==> src/rtl/seq_detector_param.sv <==
// Parametrised serial sequence detector with a run-time reloadable pattern, selectable overlap
// and a saturating match counter. The detector arms once a full pattern's worth of valid bits is held.
module seq_detector_param #(
  parameter int                 PAT_W   = 4,
  parameter logic [PAT_W-1:0]   PATTERN = 4'b1011,
  parameter bit                 OVERLAP = 1'b1,
  parameter int                 CNT_W   = 8
) (
  input  logic             Clock,
  input  logic             Reset,
  input  logic             Din,
  input  logic             Din_valid,
  input  logic             Load,
  input  logic [PAT_W-1:0] Pattern_in,
  input  logic             Clear_count,
  output logic             Dout,
  output logic [CNT_W-1:0] Match_count
);

  localparam int                FILL_W    = $clog2(PAT_W);
  localparam logic [FILL_W-1:0] FILL_LAST = FILL_W'(PAT_W - 1);

  // PH_FILL counts valid bits 0..PAT_W-1; PH_ARMED stands for fill == PAT_W.
  typedef enum logic {
    PH_FILL  = 1'b0,
    PH_ARMED = 1'b1
  } phase_t;

  phase_t             phase_r, phase_next_s;
  logic [FILL_W-1:0]  fill_r, fill_next_s;
  logic [PAT_W-1:0]   pat_r, pat_next_s;
  logic [PAT_W-1:0]   hist_r, hist_next_s;
  logic [PAT_W-1:0]   nh_s;
  logic               full_s;
  logic               match_s;
  logic               fire_s;
  logic               dout_next_s;
  logic [CNT_W-1:0]   count_next_s;

  // Next-state, match decode and counter update.
  always_comb begin
    nh_s         = {hist_r[PAT_W-2:0], Din};
    full_s       = (phase_r == PH_ARMED) || (fill_r == FILL_LAST);
    match_s      = full_s && (nh_s == pat_r);
    fire_s       = !Load && Din_valid && match_s;
    phase_next_s = phase_r;
    fill_next_s  = fill_r;
    pat_next_s   = pat_r;
    hist_next_s  = hist_r;
    dout_next_s  = 1'b0;
    count_next_s = Match_count;

    if (Load) begin
      pat_next_s   = Pattern_in;
      hist_next_s  = {PAT_W{1'b0}};
      fill_next_s  = {FILL_W{1'b0}};
      phase_next_s = PH_FILL;
    end else if (Din_valid) begin
      hist_next_s = nh_s;
      dout_next_s = match_s;
      if (match_s && !OVERLAP) begin
        fill_next_s  = {FILL_W{1'b0}};
        phase_next_s = PH_FILL;
      end else begin
        case (phase_r)
          PH_FILL: begin
            if (fill_r == FILL_LAST) begin
              phase_next_s = PH_ARMED;
            end else begin
              fill_next_s = fill_r + FILL_W'(1);
            end
          end
          PH_ARMED: phase_next_s = PH_ARMED;
          default: begin
            phase_next_s = PH_FILL;
            fill_next_s  = {FILL_W{1'b0}};
          end
        endcase
      end
    end else begin
      dout_next_s = 1'b0;
    end

    // A clear takes precedence over a match on the same edge.
    if (Clear_count) begin
      count_next_s = {CNT_W{1'b0}};
    end else if (fire_s && (Match_count != {CNT_W{1'b1}})) begin
      count_next_s = Match_count + CNT_W'(1);
    end else begin
      count_next_s = Match_count;
    end
  end

  // State and output registers with synchronous reset.
  always_ff @(posedge Clock) begin
    if (Reset) begin
      phase_r     <= PH_FILL;
      fill_r      <= {FILL_W{1'b0}};
      pat_r       <= PATTERN;
      hist_r      <= {PAT_W{1'b0}};
      Dout        <= 1'b0;
      Match_count <= {CNT_W{1'b0}};
    end else begin
      phase_r     <= phase_next_s;
      fill_r      <= fill_next_s;
      pat_r       <= pat_next_s;
      hist_r      <= hist_next_s;
      Dout        <= dout_next_s;
      Match_count <= count_next_s;
    end
  end

endmodule

==> config.mk <==
export PLATFORM = sky130hd
export DESIGN_NAME = seq_detector_param
export DESIGN_NICKNAME = d
export VERILOG_FILES = /design/src/rtl/seq_detector_param.sv
export SDC_FILE = /design/constraint.sdc
export NUM_CORES = 1
export LEC_CHECK = 0
export ABC_CLOCK_PERIOD_IN_PS = 1750
export CORE_MARGIN = 1.5
export CORE_UTILIZATION = 30
export DETAILED_ROUTE_END_ITERATION = 6
export GPL_ROUTABILITY_DRIVEN = 0
export PLACE_DENSITY = 0.63
export SYNTH_ARGS = -nofsm -noshare
export SYNTH_HDL_FRONTEND = slang
export SYNTH_SLANG_ARGS = --single-unit
export TNS_END_PERCENT = 20
==> constraint.sdc <==
create_clock -name Clock -period 1.75 [get_ports Clock]
set_clock_uncertainty 0.15 [all_clocks]
set_input_delay 0.35 -clock Clock [delete_from_list [all_inputs] [get_ports Clock]]
set_output_delay 0.35 -clock Clock [all_outputs]
set_load 0.005 [all_outputs]
# --- Yosys cells after proc, flatten, opt, wreduce, memory -nomap -nowiden ---
# Cells that the tools add are included.
classes:
  shift: 0
  multipliers: 0
  n_eq_ne: 3
  add_sub_neg: 2
  div: 0
  bitwise_logic: 3
  magnitude_cmp: 0
  n_mux: 2
  n_reduce_logical: 10
op_table:
  columns: ["op", "count"]
  rows:
  - ["adder 8 x 1 -> 8 bit (second input constant)", 1]
  - ["inequality test 8 bit (second input constant)", 1]
  - ["equality test 4 bit", 1]
  - ["logical AND 1 bit", 4]
  - ["OR reduction 2 bit", 2]
  - ["NOT 1 bit", 3]
  - ["AND reduction 3 bit", 1]
  - ["OR reduction 3 bit", 1]
  - ["adder 2 x 1 -> 2 bit (second input constant)", 1]
  - ["equality test 2 bit (second input constant)", 1]
  - ["one-hot mux 1 bit (2 select lines)", 1]
  - ["zero test 1 bit", 1]
  - ["logical OR 1 bit", 1]
  - ["2-to-1 mux 1 bit", 1]
totals:
  ram_bits: 0
  wordCells: 26
  memories: 0
  latchBits: 0
  out_inout_bits: 9
  inputBits: 10
  mem_bits_ro: 0
  reg_bits: 19

# --- Longest topological paths before layout ---
logic_depth:
  word_depth: 5
  depth_mapped: 6
  ltp_nobuf: 6

# --- Worst setup path before layout ---
# Ideal clock, no wire load.
synth_timing:
  path_type: "reg-to-reg"
  start: "reg fill_r[0]"
  end: "reg Match_count[5]"
  arrival_ns: 1.646
  stages_incl_launch_ff: 7
  synth_period_minus_slack_ns: 1.924
  setup_slack_ns: -0.174
  required_ns: 1.472
  setup_ns: 0.128
  path_buffers: 0
  cell_sequence: "dfxtp_1 -> ha_1 -> nor2_1 -> or4b_4 -> nor4_4 -> a31o_2 -> a21oi_1"
synth_between:
  elab_chain_cells: 5
synth_rtl:
  columns: ["item", "line", "rtl"]
  rows:
  - ["start: declaration", "30", "logic [FILL_W-1:0] fill_r, fill_next_s;"]
  - ["start signal: assignment", "98", "fill_r <= {FILL_W{1'b0}};"]
  - ["start signal: assignment", "105", "fill_r <= fill_next_s;"]
  - ["equality test 2 bit", "43", "full_s = (phase_r == PH_ARMED) || (fill_r == FILL_LAST);"]
  - ["logical OR 1 bit", "43", null]
  - ["logical AND 1 bit", "44", "match_s = full_s && (nh_s == pat_r);"]
  - ["logical AND 1 bit", "45", "fire_s = !Load && Din_valid && match_s;"]
  - ["logical AND 1 bit", "87", "end else if (fire_s && (Match_count != {CNT_W{1'b1}})) begin"]
  - ["end signal: assignment", "102", "Match_count <= {CNT_W{1'b0}};"]
  - ["end signal: assignment", "109", "Match_count <= count_next_s;"]
  - ["end: declaration", "17", "output logic [CNT_W-1:0] Match_count"]
# No other way between the ends.
# A chain may end at the register's enable or synchronous reset.

# --- Final worst setup path ---
layout_timing:
  start: "reg fill_r[1]"
  end: "reg Match_count[5]"
# The elaborated chain is that of the path after synthesis.

==> summary by stage <==
Run status
The run finished, with violations left. The checks that failed: negative setup slack.

Clock network
The number of buffers added by the clock tree synthesis step is 3. The TritonCTS clock tree is done. The maximum level of the CTS H-tree is 1. The number of buffers inserted for hold repair after clock tree synthesis is 0. The clock transition at the registers of the reported paths is around 0.11 ns. The clock insertion delay at the later pin of the skew report is slightly below 0.3 ns. The clock passes through at most 2 buffers. The sink count of the clock tree is 19.

The tree is rooted in a clkbuf_4.

GRT
After global routing the overflow that remains totals 0. The number of antenna violations at the first check in global routing is 0. The all-layer global routing usage is 0.122. The first-pass GRT wire length is ~3.1 mm. The via count of the first global-routing pass is 748. The pin count of the biggest net entering global routing is 11.

Drt
The detailed router placed 735 vias in this run. The ratio of routed vias to standard cells is 4.90. The final routed DRC violation total is 0.

The detail-routed net length per standard cell is 11.7 um. Before antenna repair, the detailed router went through 4 iterations. Once detail routing completed, the nets flagged for antenna violations numbered 0. The count of routing violations after the opening detailed-route iteration is 7. Wires add up to 1.75 mm.

Finish
The share of the core filled with cells in the final layout is 0.448. Excluding fillers, the count of instances in the completed layout stands at 150. In the layout the commonest cells are buf_4, nor2_1, clkdlybuf4s50_1. The number of nets in the layout is 132.

After routing the design area is 0.00122 sq mm. The most common cell after layout, fill and taps aside is buf_4. The layout has 277 filler cells. In the final layout, the share of cells above drive strength 1 is 0.311. The synthesis-to-finish area growth is 41.9%. 0 antenna diodes ended up in the layout.

Critical path
The worst register-to-register path has a depth of 6. The library cell contributing the largest single delay on the critical path is or4b_4. The critical path data arrival time is 1.96 ns. The worst setup path is launched from a flip-flop. The required time of the worst setup path is 1.79 ns. On the worst path, the slowest cell contributes a delay of 0.59 ns.

Traced cell by cell, the critical path runs through ha_4, nor2_2, or4b_4, nor4_4, a31o_2, a21oi_1. The maximum fanout along the worst path is 5. The capturing element type of the critical path is a flip-flop. The category of the critical setup timing path is reg2reg.

Floorplanning
The floorplan die height is 56.6 um. The number of cell rows is 19. In this run the count of I/O pins placed on the die edge is 19.

After floorplanning, the core was sized to cover 0.00273 sq mm. The floorplan step set the die width to around 57 um. For this configuration, the core starts out at a cell density of 0.316. The area of the die is roughly 0.0032 sq mm.

Pwr
The peak ir drop on the vdd network is 0.000461 V. The total power is approximately 0.74 mW. The power spent charging and discharging nets is between 0.15 and 0.2 mW.

The share of total power dissipated in combinational logic is 0.094. The part of the total power dissipated in the clock network is 0.299. The sequential fraction of design power is 0.607. Dividing total power by cell area gives a power density of 602 mW/mm^2.

Cell internal power was estimated by the tool at 0.572 mW. The leakage power of the design is 0.509 nW. Of the total power, the share spent switching nets is 0.224.

Synth
The number of warnings reported in the yosys synthesis log is 0. Of all cell types, the one taking the most synthesized area is dfxtp_1. In this run, synthesis inferred 0 flip-flops with an integrated enable. In this run, synthesis produced a sequential element count of 19. Sorting the synthesized cells by area gives the leading types as dfxtp_1, xnor2_1, mux2i_1.

In this run the mean area of a mapped cell was 9.81 sq um. The portion of synthesized cell area occupied by the leading cell type is 0.441. The synthesized netlist contains 29 unique library cells.

Synthesis produced a netlist whose cell count is 88. The sequential share of the synthesized area is 0.441. The cell area that synthesis handed to floorplanning was 863 sq um. The post-synthesis net count is 100. The async set or reset register ratio after synthesis is 0. The most instantiated flip-flop cell in the synthesis netlist is dfxtp_1.

STA
Setup repair after global routing could not meet its margin everywhere. The minimum clock period after layout is 1.92 ns. The worst slew slack as a fraction of its limit is 0.774. Once routing completed, OpenROAD measured the worst setup slack at -0.166 ns. Setup violations remaining at the end of the flow were counted as 8.

The total count of hold-check failures in the final report came to 0. For the final routed database, the setup TNS stands at -0.935 ns. The final worst-path cycle share is 1.09. The worst-margin pin slew is ~0.34 ns.

The final number of max-transition violations is 0. Hold is met by about 0.32 ns. For this run, the top clock speed supported by timing is 522 MHz.

Placed design
OpenSTA, run right after detailed placement, puts the worst setup slack at -0.576 ns. The placed standard-cell area is between 0.001 and 0.0015 sq mm. The number of placed instances, taps included, is about 150. The final HPWL from detailed placement is 1.39 mm. The count of buffers added on input and output ports is 18.

Min path
The tightest min-delay check is of the in2reg type. The cell depth of the worst hold path is 3.

Job
The number of max-cap violations is 0.
[final timing paths]
kind	startpoint	to	slack, ns
setup reg to reg	fill_r[1]$_SDFFE_PP0P_	Match_count[5]$_SDFFE_PP0P_	-0.17
setup / recovery	fill_r[1]$_SDFFE_PP0P_	Match_count[5]$_SDFFE_PP0P_	-0.17
hold / removal	Din	hist_r[0]$_SDFFE_PP0P_	0.32
hold reg to reg	fill_r[1]$_SDFFE_PP0P_	fill_r[1]$_SDFFE_PP0P_	0.34
[flip-flops by register name, summed over array words and instances, names as in the netlist]
name,flops
Dout,1
Match_count,8
hist_r,3
fill_r,2
pat_r,4
phase_r,1
[cells by family after synthesis]
| logic type | Yosys count | share of synthesized area |
|---|---|---|
| simple gates | 37 | 0.261 |
| flops | 19 | 0.441 |
| compound gates | 12 | 0.0986 |
| xor+xnor | 8 | 0.0812 |
| buf+inv | 5 | 0.0319 |
| mux | 5 | 0.0580 |
| fa+ha+maj | 2 | 0.0290 |
[power groups by stage]
| stage | Clock [mW] | Combinational (mW) | Sequential, mW |
|---|---|---|---|
| after floorplan | 0 | 0.0388 | 0.457 |
| after global placement | 0 | 0.0696 | 0.458 |
| after detailed placement | 0 | 0.0705 | 0.458 |
| after CTS | 0.230 | 0.0701 | 0.448 |
| after global routing | 0.253 | 0.0769 | 0.449 |
| final | 0.220 | 0.0694 | 0.448 |
[repair_timing]
action                     in CTS  in global routing
buffers inserted                0                  0
setup endpoints to repair      15                 13
pin swaps                       3                  3
gates resized for setup        10                  5
hold endpoints to repair        0                  0
[layer usage]
metal / vias up / wire (um) / track usage
li1: 370 / - / -
met1: 348 / 782 / 0.147
met2: 17 / 870 / 0.208
met3: 0 / 96 / 0.0484
met4: 0 / 0 / 0.0204
met5: - / 0 / 0
[cells in the mapped netlist (all sizes together), types with 2 or more instances]
master	number
a211o	3
a21bo	2
a21oi	6
and4	2
buf	3
dfxtp	19
ha	2
mux2i	5
nand2	2
nand3	4
nand3b	2
nand4	2
nor2	13
nor2b	3
nor3	2
nor4	2
or2	2
xnor2	6
xor2	2
[area by class of cell]
class | instances | area [sq um] | share of cell area
multi-input cells | 64 | 483 | 0.394
flip-flops and latches | 19 | 393 | 0.321
clock buffers | 4 | 26.3 | 0.0215
repair buffers | 31 | 280 | 0.229
inverters | 1 | 3.75 | 0.00306
well taps | 31 | 38.8 | 0.0317
[worst max-delay path: cells and delay by family, from the launching register on]
family                     cells  cell delay [ns]
DFF                            1             0.36
AOI/OAI and AO/OA              2             0.26
adders and majority gates      1             0.14
and+or+nand+nor                3             0.90
(Power assumes the default switching activity.)
==> RTL edit: new RTL, same flow settings <==
The parameter `OVERLAP` goes from 1'b1 to 1'b0.
--- a/src/rtl/seq_detector_param.sv
+++ b/src/rtl/seq_detector_param.sv
@@ -3,7 +3,7 @@
 module seq_detector_param #(
   parameter int                 PAT_W   = 4,
   parameter logic [PAT_W-1:0]   PATTERN = 4'b1011,
-  parameter bit                 OVERLAP = 1'b1,
+  parameter bit                 OVERLAP = 1'b0,
   parameter int                 CNT_W   = 8
 ) (
   input  logic             Clock,
Function: changed (Yosys sat finds a counterexample within 10 cycles, from zero or initial values and one cycle with Reset high).
==> RTL edit against the original RTL <==
  * The flow still finishes with violations (setup timing)
  * Sequential cell count is the same
  * Wire length rose by 37%
  * Synthesized area up 6.4%
  * Final area rose by 15%
  * Sequential share of layout area is 4.1 points lower
  * Critical path type unchanged
  * Worst setup slack gained 0.11 ns
  * Combinational power up 34%
  * Total power is 3.2% higher
==> RTL edit: results (changes against the original RTL) <==
| Metric | Value |
|---|---|
| Final Non-Filler Cells | 167 (+11%) |
| Total net switching power | 0.180 mW (+9.1%) |
| Count of inserted antenna diode cells | 0 (unchanged) |
| Overall fraction of global-route tracks in use | 14.8% (+2.6 points) |
| Final wirelength | 2390 um (+37%) |
| Failing checks | setup timing |
| Number of cells in the design after placement | 163 (+12%) |
| Synth Area per Inst | 9.47 sq um (-3.5%) |
| Largest vdd supply drop | 0.314 mV (-32%) |
| Number of H-tree branching levels | 1 (unchanged) |
| Arrival time of data at the critical path endpoint | 1.88 ns (-0.08 ns) |
| Synth top area cells | dfxtp_1, mux2i_1, xnor2_1, nor2_1, a211o_1 |
| Critical Path Max Stage Delay | 0.47 ns (-0.12 ns) |
| Leak | 0.565 nW (+11%) |
| Cell area after placement | 1270 sq um (+7.1%) |
| Net count, final | 149 (+13%) |
| Hpwl dp | 1790 um (+29%) |
| Worst Slack Setup Final | -0.0511 ns (+0.115 ns) |
| Worst hold-check path type | reg -> reg |
| Slowest stage cell, crit path | or3b_4 |
| Number of global-route vias before repair | 924 (+24%) |
| Maximum number of pins on one net before global-route repair | 13 (+2) |
| Sequential fraction of the synthesis area | 41.4% (-2.6 points) |
| Rel. slew slack | 73.3% (-4.1 points) |
| Fraction of layout cells with a size suffix above 1 | 35.3% (+4.2 points) |
| Final setup violation count | 3 (-5) |
| Net count of the mapped netlist | 109 (+9.0%) |
| First-pass GRT wire length | 3950 um (+27%) |
| Met2 Use GR | 27.1% (+6.4 points) |
| Global routing met1 resource utilization | 17.1% (+2.4 points) |
| Leading cell types by count after synthesis | dfxtp_1, nor2_1, mux2i_1, nand2_1 |
| Number of DRC markers after the initial detailed-route iteration | 23 (+16) |
| Global route overflow | 0 (unchanged) |
| Post-synth ARST share | 0% (unchanged) |
| Via-per-instance ratio | 5.47 (+12%) |
| Cell variety after synth | 35 (+21%) |
| Status | complete, but fails checks |
| Crit path max fanout | 8 (+3) |
RTL edit: path summary, 6_finish.rpt:
path	startpoint	end	slack, ns	cells past startpoint
worst max-delay path	fill_r[0]	Match_count[0]	-0.05	5
worst max register to register	fill_r[0]	Match_count[0]	-0.05	5
worst min-delay path	phase_r	phase_r	0.35	1
worst min register to register	phase_r	phase_r	0.35	1
RTL edit: timing repair:
item / in CTS / in global routing
endpoints found under the hold margin: 0 / 0
pin swaps: 5 / 2
resized for setup: 17 / 13
setup endpoints to repair: 11 / 8
RTL edit: worst max-delay path: cells and delay by family (launching register included):
kind / cells / cell delay [ns]
compound gates: 1 / 0.13
flops: 1 / 0.34
fa+ha+maj: 1 / 0.15
simple gates: 3 / 0.96
RTL edit: logic make-up after synthesis:
| kind of cell | after synthesis | share of synthesized area [%] |
|---|---|---|
| AO/OA/AOI/OAI | 21 | 17.2 |
| XOR/XNOR | 4 | 3.81 |
| multiplexers | 6 | 6.54 |
| buffers and inverters | 5 | 3.68 |
| adder cells (fa/ha/maj) | 2 | 2.72 |
| AND/OR/NAND/NOR | 40 | 24.7 |
| flip-flops | 19 | 41.4 |
RTL edit: stage by stage:
stage                     hold slack, ns  setup slack (ns)  setup TNS [ns]
after global routing               0.369            -0.102          -0.492
final                              0.346           -0.0511          -0.101
after floorplan                    0.305           0.00607               0
after CTS                          0.350           -0.0324         -0.0356
after global placement             0.314            -0.403           -2.85
after detailed placement           0.324            -0.410           -3.13
RTL edit: per-layer routing:
metal	wire, um	vias up
li1	-	452
met1	1020	436
met2	1250	26
met3	127	0
met4	0	0
met5	0	-
RTL edit: power groups by stage:
stage          clock network (mW)  logic, mW  registers [mW]
2_1_floorplan                   0     0.0463           0.457
3_3_place_gp                    0     0.0874           0.458
3_5_place_dp                    0     0.0902           0.458
4_1_cts                     0.229     0.0918           0.448
5_1_grt                     0.256      0.101           0.447
6_report                    0.222     0.0933           0.445
RTL edit: area by class of cell:
cell class | count | area (sq um)
well taps | 31 | 38.8
multi-input cells | 73 | 603
repair buffers | 40 | 348
flip-flops and latches | 19 | 394
clock buffers | 4 | 26.3
fillers | 275 | 1420
